--- src/rtl/ddr3_arb_pkg.sv ---
// ----------------------------------------------------------------------------
// ddr3_arb_pkg
// Shared constants, the arbiter state type and a one-hot decode helper used
// by the DDR3 write-port arbiter (ddr3_wr_arb) and its round-robin picker.
// No ports.
// ----------------------------------------------------------------------------
package ddr3_arb_pkg;

    localparam int unsigned NUM_CHAN   = 5;
    localparam int unsigned WFM_CNT_W  = 24;
    localparam int unsigned CHAN_IDX_W = 3;

    typedef enum logic [2:0] {
        StIdle,
        StArb,
        StBurst,
        StHeader,
        StDone
    } arb_state_e;

    // Index of the set bit in a one-hot channel vector (0 when none set).
    function automatic logic [CHAN_IDX_W-1:0] onehot_idx(input logic [NUM_CHAN-1:0] oh);
        logic [CHAN_IDX_W-1:0] idx;
        idx = '0;
        for (int i = 0; i < NUM_CHAN; i++) begin
            if (oh[i]) idx = CHAN_IDX_W'(i);
        end
        return idx;
    endfunction

endpackage

--- src/rtl/rr_pick.sv ---
// ----------------------------------------------------------------------------
// rr_pick
// Combinational round-robin winner select. The search starts at the channel
// after i_last_gnt and wraps; the first requesting channel wins.
// Ports:
//   i_req       [NUM_CHAN-1:0]   per-channel request
//   i_last_gnt  [CHAN_IDX_W-1:0] index of the previously granted channel
//   o_gnt       [NUM_CHAN-1:0]   one-hot winner, zero when no request
// ----------------------------------------------------------------------------
module rr_pick
    import ddr3_arb_pkg::*;
(
    input  logic [NUM_CHAN-1:0]   i_req,
    input  logic [CHAN_IDX_W-1:0] i_last_gnt,
    output logic [NUM_CHAN-1:0]   o_gnt
);

    logic [CHAN_IDX_W-1:0] w_sh;
    logic [NUM_CHAN-1:0]   w_rot;
    logic [NUM_CHAN-1:0]   w_iso;
    logic [2*NUM_CHAN-1:0] w_back;

    // Rotate so the first candidate sits at bit 0, isolate the lowest set
    // bit, then rotate back to channel positions.
    always_comb begin
        w_sh   = i_last_gnt + CHAN_IDX_W'(1);
        w_rot  = NUM_CHAN'({i_req, i_req} >> w_sh);
        w_iso  = w_rot & (-w_rot);
        w_back = {{NUM_CHAN{1'b0}}, w_iso} << w_sh;
        o_gnt  = w_back[2*NUM_CHAN-1:NUM_CHAN] | w_back[NUM_CHAN-1:0];
    end

endmodule

--- src/rtl/ddr3_wr_arb.sv ---
// ----------------------------------------------------------------------------
// ddr3_wr_arb
// Arbitrates the shared DDR3 FIFO write port between five acquisition
// channels during a fill window, then requests the fill header and flags
// completion. Counts written waveforms and latches protocol errors.
// Ports:
//   adc_clk          acquisition clock (rising edge)
//   reset_clk_adc_n  asynchronous active-low reset
//   ddr3_wr_en       fill window; low aborts / ends the fill
//   cbuf_rd_en       low: no further waveforms will be requested this fill
//   ch_req[4:0]      per-channel waveform ready
//   ch_wr[4:0]       per-channel word strobe into the FIFO
//   ch_last[4:0]     per-channel last-word flag (qualified by ch_wr)
//   fifo_afull       FIFO almost full; blocks new grants only
//   hdr_done         header writer finished (pulse)
//   ch_gnt[4:0]      one-hot write-port grant
//   hdr_req          header request level
//   ddr3_wr_done     fill complete
//   wfm_cnt[23:0]    waveforms written this fill (saturating)
//   arb_err          sticky protocol error
// ----------------------------------------------------------------------------
module ddr3_wr_arb
    import ddr3_arb_pkg::*;
(
    input  logic                 adc_clk,
    input  logic                 reset_clk_adc_n,
    input  logic                 ddr3_wr_en,
    input  logic                 cbuf_rd_en,
    input  logic [NUM_CHAN-1:0]  ch_req,
    input  logic [NUM_CHAN-1:0]  ch_wr,
    input  logic [NUM_CHAN-1:0]  ch_last,
    input  logic                 fifo_afull,
    input  logic                 hdr_done,
    output logic [NUM_CHAN-1:0]  ch_gnt,
    output logic                 hdr_req,
    output logic                 ddr3_wr_done,
    output logic [WFM_CNT_W-1:0] wfm_cnt,
    output logic                 arb_err
);

    arb_state_e            r_state, w_state_d;
    logic [NUM_CHAN-1:0]   r_ch_gnt, w_ch_gnt_d;
    logic                  r_hdr_req, w_hdr_req_d;
    logic                  r_done, w_done_d;
    logic                  r_arb_err, w_arb_err_d;
    logic [WFM_CNT_W-1:0]  r_wfm_cnt, w_wfm_cnt_d;
    logic [CHAN_IDX_W-1:0] r_last_gnt, w_last_gnt_d;

    logic [NUM_CHAN-1:0]   w_pick;
    logic                  w_burst_end;
    logic                  w_stray_wr;
    logic                  w_stray_hdr;

    rr_pick u_rr_pick (
        .i_req      (ch_req),
        .i_last_gnt (r_last_gnt),
        .o_gnt      (w_pick)
    );

    // Only the granted channel's last word ends a burst; any strobe from a
    // non-granted channel (including a simultaneous ch_last) is an error.
    assign w_burst_end = |(ch_wr & ch_last & r_ch_gnt);
    assign w_stray_wr  = |(ch_wr & ~r_ch_gnt);
    assign w_stray_hdr = hdr_done && (r_state != StHeader);

    always_comb begin
        w_state_d    = r_state;
        w_ch_gnt_d   = r_ch_gnt;
        w_hdr_req_d  = r_hdr_req;
        w_done_d     = r_done;
        w_wfm_cnt_d  = r_wfm_cnt;
        w_last_gnt_d = r_last_gnt;
        w_arb_err_d  = r_arb_err | w_stray_wr | w_stray_hdr;

        if ((r_state != StIdle) && !ddr3_wr_en) begin
            // Fill window closed: leaving DONE is normal, anything else aborts.
            w_state_d   = StIdle;
            w_ch_gnt_d  = '0;
            w_hdr_req_d = 1'b0;
            w_done_d    = 1'b0;
            if (r_state != StDone) w_arb_err_d = 1'b1;
        end else begin
            case (r_state)
                StIdle: begin
                    w_ch_gnt_d  = '0;
                    w_hdr_req_d = 1'b0;
                    w_done_d    = 1'b0;
                    if (ddr3_wr_en) begin
                        w_state_d   = StArb;
                        w_wfm_cnt_d = '0;
                        w_arb_err_d = 1'b0;
                    end
                end
                StArb: begin
                    // Pending requests win over the header, even if blocked.
                    if ((ch_req != '0) && !fifo_afull) begin
                        w_state_d  = StBurst;
                        w_ch_gnt_d = w_pick;
                    end else if (!cbuf_rd_en && (ch_req == '0)) begin
                        w_state_d   = StHeader;
                        w_hdr_req_d = 1'b1;
                    end
                end
                StBurst: begin
                    if (w_burst_end) begin
                        w_state_d    = StArb;
                        w_ch_gnt_d   = '0;
                        w_last_gnt_d = onehot_idx(r_ch_gnt);
                        if (r_wfm_cnt != {WFM_CNT_W{1'b1}}) begin
                            w_wfm_cnt_d = r_wfm_cnt + WFM_CNT_W'(1);
                        end
                    end
                end
                StHeader: begin
                    if (hdr_done) begin
                        w_state_d   = StDone;
                        w_hdr_req_d = 1'b0;
                        w_done_d    = 1'b1;
                    end
                end
                StDone: begin
                    w_done_d = 1'b1;
                end
                default: begin
                    w_state_d   = StIdle;
                    w_ch_gnt_d  = '0;
                    w_hdr_req_d = 1'b0;
                    w_done_d    = 1'b0;
                end
            endcase
        end
    end

    always_ff @(posedge adc_clk or negedge reset_clk_adc_n) begin
        if (!reset_clk_adc_n) begin
            r_state    <= StIdle;
            r_ch_gnt   <= '0;
            r_hdr_req  <= 1'b0;
            r_done     <= 1'b0;
            r_wfm_cnt  <= '0;
            r_arb_err  <= 1'b0;
            r_last_gnt <= CHAN_IDX_W'(NUM_CHAN - 1);
        end else begin
            r_state    <= w_state_d;
            r_ch_gnt   <= w_ch_gnt_d;
            r_hdr_req  <= w_hdr_req_d;
            r_done     <= w_done_d;
            r_wfm_cnt  <= w_wfm_cnt_d;
            r_arb_err  <= w_arb_err_d;
            r_last_gnt <= w_last_gnt_d;
        end
    end

    assign ch_gnt       = r_ch_gnt;
    assign hdr_req      = r_hdr_req;
    assign ddr3_wr_done = r_done;
    assign wfm_cnt      = r_wfm_cnt;
    assign arb_err      = r_arb_err;

endmodule

--- config.mk ---
export PLATFORM = sky130hd
export DESIGN_NAME = ddr3_wr_arb
export DESIGN_NICKNAME = d
export VERILOG_FILES = /design/src/rtl/ddr3_arb_pkg.sv /design/src/rtl/rr_pick.sv /design/src/rtl/ddr3_wr_arb.sv
export SDC_FILE = /design/constraint.sdc
export NUM_CORES = 1
export LEC_CHECK = 0
export ABC_CLOCK_PERIOD_IN_PS = 2150
export BUFFER_PORTS_ARGS = -buffer_cell sky130_fd_sc_hd__buf_4
export CAP_MARGIN = 20
export CORE_UTILIZATION = 50
export DETAILED_ROUTE_END_ITERATION = 8
export GPL_ROUTABILITY_DRIVEN = 0
export GPL_TIMING_DRIVEN = 0
export PLACE_DENSITY = 0.77
export SYNTH_ARGS = -nofsm -noshare
export SYNTH_HDL_FRONTEND = slang
export SYNTH_SLANG_ARGS = --single-unit
--- constraint.sdc ---
create_clock -name adc_clk -period 2.15 [get_ports adc_clk]
set_input_delay 0.215 -clock adc_clk [delete_from_list [all_inputs] [get_ports adc_clk]]
set_output_delay 0.215 -clock adc_clk [all_outputs]
set_load 0.01 [all_outputs]
==> results.md <==
- The run finished with clean final reports.
- The maximum clock path buffer count is 2.
- The predominant post-synthesis flop cell is sky130_fd_sc_hd__dfrtp_1.
- The kind of start point of the critical path is a register.
- The number of remaining DRC errors is 0.
- After the last flow step, the layout net total stands at 382.
- The proportion of register bits with asynchronous set or reset after synthesis is 1.00.
- The netlist uses 58 different library cells.
- The number of inserted diodes is 0.
- The clock-pin slew reported for the worst setup and hold paths after clock tree synthesis is 70 ps.
- The die covers 0.00547 sq mm.
- Relative to the synthesized area, the layout overhead comes to 24.3%.
- The first global-routing pass estimated 10.3 mm of wire.
- The number of hold-slack violations in the final timing report is 0.
- The I/O pin count is 53.
- TritonCTS built the clock tree.
- The number of global-route vias before repair was 2265.
- STA classifies the critical path endpoint as a register.
- The width of the chip is 73.9 microns.
- In this run, placement finished with an instance count of 416.
- The type of the tightest min-delay check is primary input to register.
- The cell area that synthesis handed to floorplanning was 0.00259 sq mm.
- Port buffering added 50 buffers.
- The number of synthesized flops with an enable pin is 0.
- The post-route clock skew is 5.18 ps.
- Ranked by total cell area, the synthesized netlist is headed by sky130_fd_sc_hd__dfrtp_1 36%, sky130_fd_sc_hd__xor2_1 6.4%, sky130_fd_sc_hd__nor2_1 4.9%, sky130_fd_sc_hd__nand2_1 4.1%, sky130_fd_sc_hd__nand3_1 3.5%.
- Across the run, the number of max-cap violations was 0.
- The power density over cell area is 450 mW/mm^2.
- The start of the worst register-to-register path is r_last_gnt[1].
- The total wire length is 6.34 mm.
- The starting DRC count in detailed routing is 148.
- The root buffer cell is sky130_fd_sc_hd__clkbuf_8.
- The chip height is 73.9 microns.
- The number of clock sinks is 38.
- The pin count of the biggest net entering global routing is 39.
- The maximum operating frequency is 469 MHz.
- The initial antenna violation count is 0.
- The count of TritonRoute iterations in the first routing pass is 4.
- The routed design could run at a clock period as short as 2130 ps.
- The data arrival time of the critical path is 2350 ps.
- The termination of the worst setup path is ch_gnt[4].
- In the global route stage, overall resource usage came out at 0.247.
- The beginning of the critical path is r_last_gnt[1].
- Of the cells placed in the final design, the portion with a size suffix greater than 1 is 0.250.
- Once layout is complete, the cells apart from fillers number 427.
- The average cell area after synthesis is 8.65 sq um.
- The number of max-slew violations in the final report was 0.
- In this run the worst path has a maximum fanout of 4.
- The completed layout was analyzed and its total power is 1450 uW.
- The detail route stage leaves a number of antenna-violating nets equal to 0.
- The number of failing setup endpoints in the final timing report is 0.
- The number of cells on the worst reg-to-reg path is 7.
- The net count after synthesis is 322.
- Setup repair after global routing could not meet its margin everywhere.
- The Yosys step of the flow raised 0 warnings.
- The area fraction of the dominant cell type after synthesis is 0.358.
- The clock reaches the later pin of the worst-skew pair after 300 ps.
- The setup path with the least slack is of type register to register.
- The part of the cycle the worst path needs is 0.993.
- In the final routed layout, each cell accounts on average for 14.9 microns.
- The worst relative slew slack is 0.672.
- The floorplan has 25 rows.
- The post-DP HPWL is 4.52 mm.
- The data required time at the worst endpoint is 2370 ps.
- The total CTS buffers is 5.
- The end of the worst register-to-register path is ch_gnt[4].
- For this configuration, the core starts out at a cell density of 0.534.
- Setup slack on the worst reg-to-reg path comes out at 20 ps.
- The maximum vdd drop is 0.000336 V.
- The area after detailed placement is 0.00305 sq mm.
- The H-tree was split into 2 levels.
- The sequential cells in the finished layout cover a total of 952 sq um.
- Summing all non-filler instances in the final layout gives an area of 0.00322 sq mm.
- The multi-input combinational cells in the finished layout cover a total of 0.00157 sq mm.
- The synthesized instance count is 299.
- The via density per instance is 5.92.
- The post-synthesis sequential element count is 38.
- The dominant cell type by area after synthesis is sky130_fd_sc_hd__dfrtp_1.
- Counting the fill cells in the layout gives 414.
- The reported leakage power is 0.00144 uW.
- In this run the standard cell core region covers 0.00485 sq mm.
- Summed over all layers, the global routing overflow is 0.
- At the pin with the least slew margin, the transition time is 492 ps.
- The final route contains 2527 vias.
- The sequential area share after synthesis is 0.368.
==> worst max-delay path, cell delays in order, from the launching register on <==
cell                       delay (ps)
sky130_fd_sc_hd__dfrtp_1          410
sky130_fd_sc_hd__ha_4             290
sky130_fd_sc_hd__buf_2            160
sky130_fd_sc_hd__mux2i_1          250
sky130_fd_sc_hd__a21oi_1          110
sky130_fd_sc_hd__o41ai_2          480
sky130_fd_sc_hd__o21ai_0          170
sky130_fd_sc_hd__o211ai_1         180
==> through the flow <==
stage	worst slack (ps)	TNS, ps	util	hold slack [ps]
4_1_cts	2.73	0	0.653	200
2_1_floorplan	125	0	-	-80.6
5_1_grt	-89.1	-112	0.663	220
6_report	15.6	0	0.663	206
3_5_place_dp	-68.9	-82.0	0.628	214
3_3_place_gp	-50.0	-50.0	0.628	209
==> timing repair <==
action / CTS / global route
gates resized for setup: 5 / 10
hold buffers: 1 / 0
setup buffers: 0 / 1
endpoints found under the hold margin: 37 / 0
pin swaps: 2 / 0
gates cloned: 0 / 1
endpoints found under the setup margin: 2 / 16
==> area by class of cell <==
cell class	instances	share of cell area
Buffer	16	0.0261
Clock buffer	6	0.0257
Clock inverter	2	0.00389
Inverter	10	0.0117
Multi-Input combinational cell	235	0.487
Sequential cell	38	0.296
Tap cell	67	0.0261
Timing Repair Buffer	53	0.124
==> Yosys cell counts (5+ instances only) <==
library cell,n
sky130_fd_sc_hd__a21oi_1,9
sky130_fd_sc_hd__a31oi_1,5
sky130_fd_sc_hd__and3_1,11
sky130_fd_sc_hd__clkbuf_1,10
sky130_fd_sc_hd__dfrtp_1,37
sky130_fd_sc_hd__inv_1,10
sky130_fd_sc_hd__nand2_1,28
sky130_fd_sc_hd__nand3_1,18
sky130_fd_sc_hd__nand4_1,6
sky130_fd_sc_hd__nor2_1,34
sky130_fd_sc_hd__nor2b_1,6
sky130_fd_sc_hd__nor3_1,7
sky130_fd_sc_hd__o21ai_0,16
sky130_fd_sc_hd__xor2_1,19
==> power breakdown <==
group	leakage, uW	switching [uW]	internal [uW]
logic	0.000875	115	74.7
clock network	0.0000472	268	258
registers	0.000521	11.2	722
==> sequential cells by signal (all words and copies together), names as in the netlist <==
name and count:
ddr3_wr_done 1, r_last_gnt 3, arb_err 1, ch_gnt 5, wfm_cnt 24, r_state 3
hdr_req 1
==> cells by family after synthesis <==
kind of cell | count (synthesis) | synth area share
AND/OR/NAND/NOR | 137 | 0.273
AO/OA/AOI/OAI | 65 | 0.186
flip-flops | 38 | 0.368
buffers and inverters | 26 | 0.0455
XOR/XNOR | 22 | 0.0745
multiplexers | 9 | 0.0430
adder cells (fa/ha/maj) | 2 | 0.00967
==> how the worst min path moves through the flow <==
stage,from,to,slack [ps],cells after the start
after global routing,ddr3_wr_en,ddr3_wr_done,220,2
after floorplan,reset_clk_adc_n,arb_err,-80,0
after CTS,ddr3_wr_en,hdr_req,200,3
final,ddr3_wr_en,hdr_req,210,3
after global placement,reset_clk_adc_n,wfm_cnt[20],210,1
after detailed placement,reset_clk_adc_n,wfm_cnt[21],210,1
==> placed cells by master (no fill, tap or decap), types with 8 or more instances in the layout <==
cell	Yosys	final
sky130_fd_sc_hd__a21oi_1	9	9
sky130_fd_sc_hd__and3_1	11	11
sky130_fd_sc_hd__buf_4	0	51
sky130_fd_sc_hd__clkbuf_1	10	8
sky130_fd_sc_hd__dfrtp_1	37	37
sky130_fd_sc_hd__inv_1	10	10
sky130_fd_sc_hd__nand2_1	28	27
sky130_fd_sc_hd__nand3_1	18	18
sky130_fd_sc_hd__nor2_1	34	34
sky130_fd_sc_hd__o21ai_0	16	14
sky130_fd_sc_hd__xor2_1	19	19
==> metal layers <==
layer	global-route usage	vias to the layer above	wire, microns
met4	0.115	0	74
met5	0	-	0
li1	-	1207	-
met1	0.330	1226	2910
met2	0.391	86	3000
met3	0.0434	8	364
(Power assumes the default switching activity.)
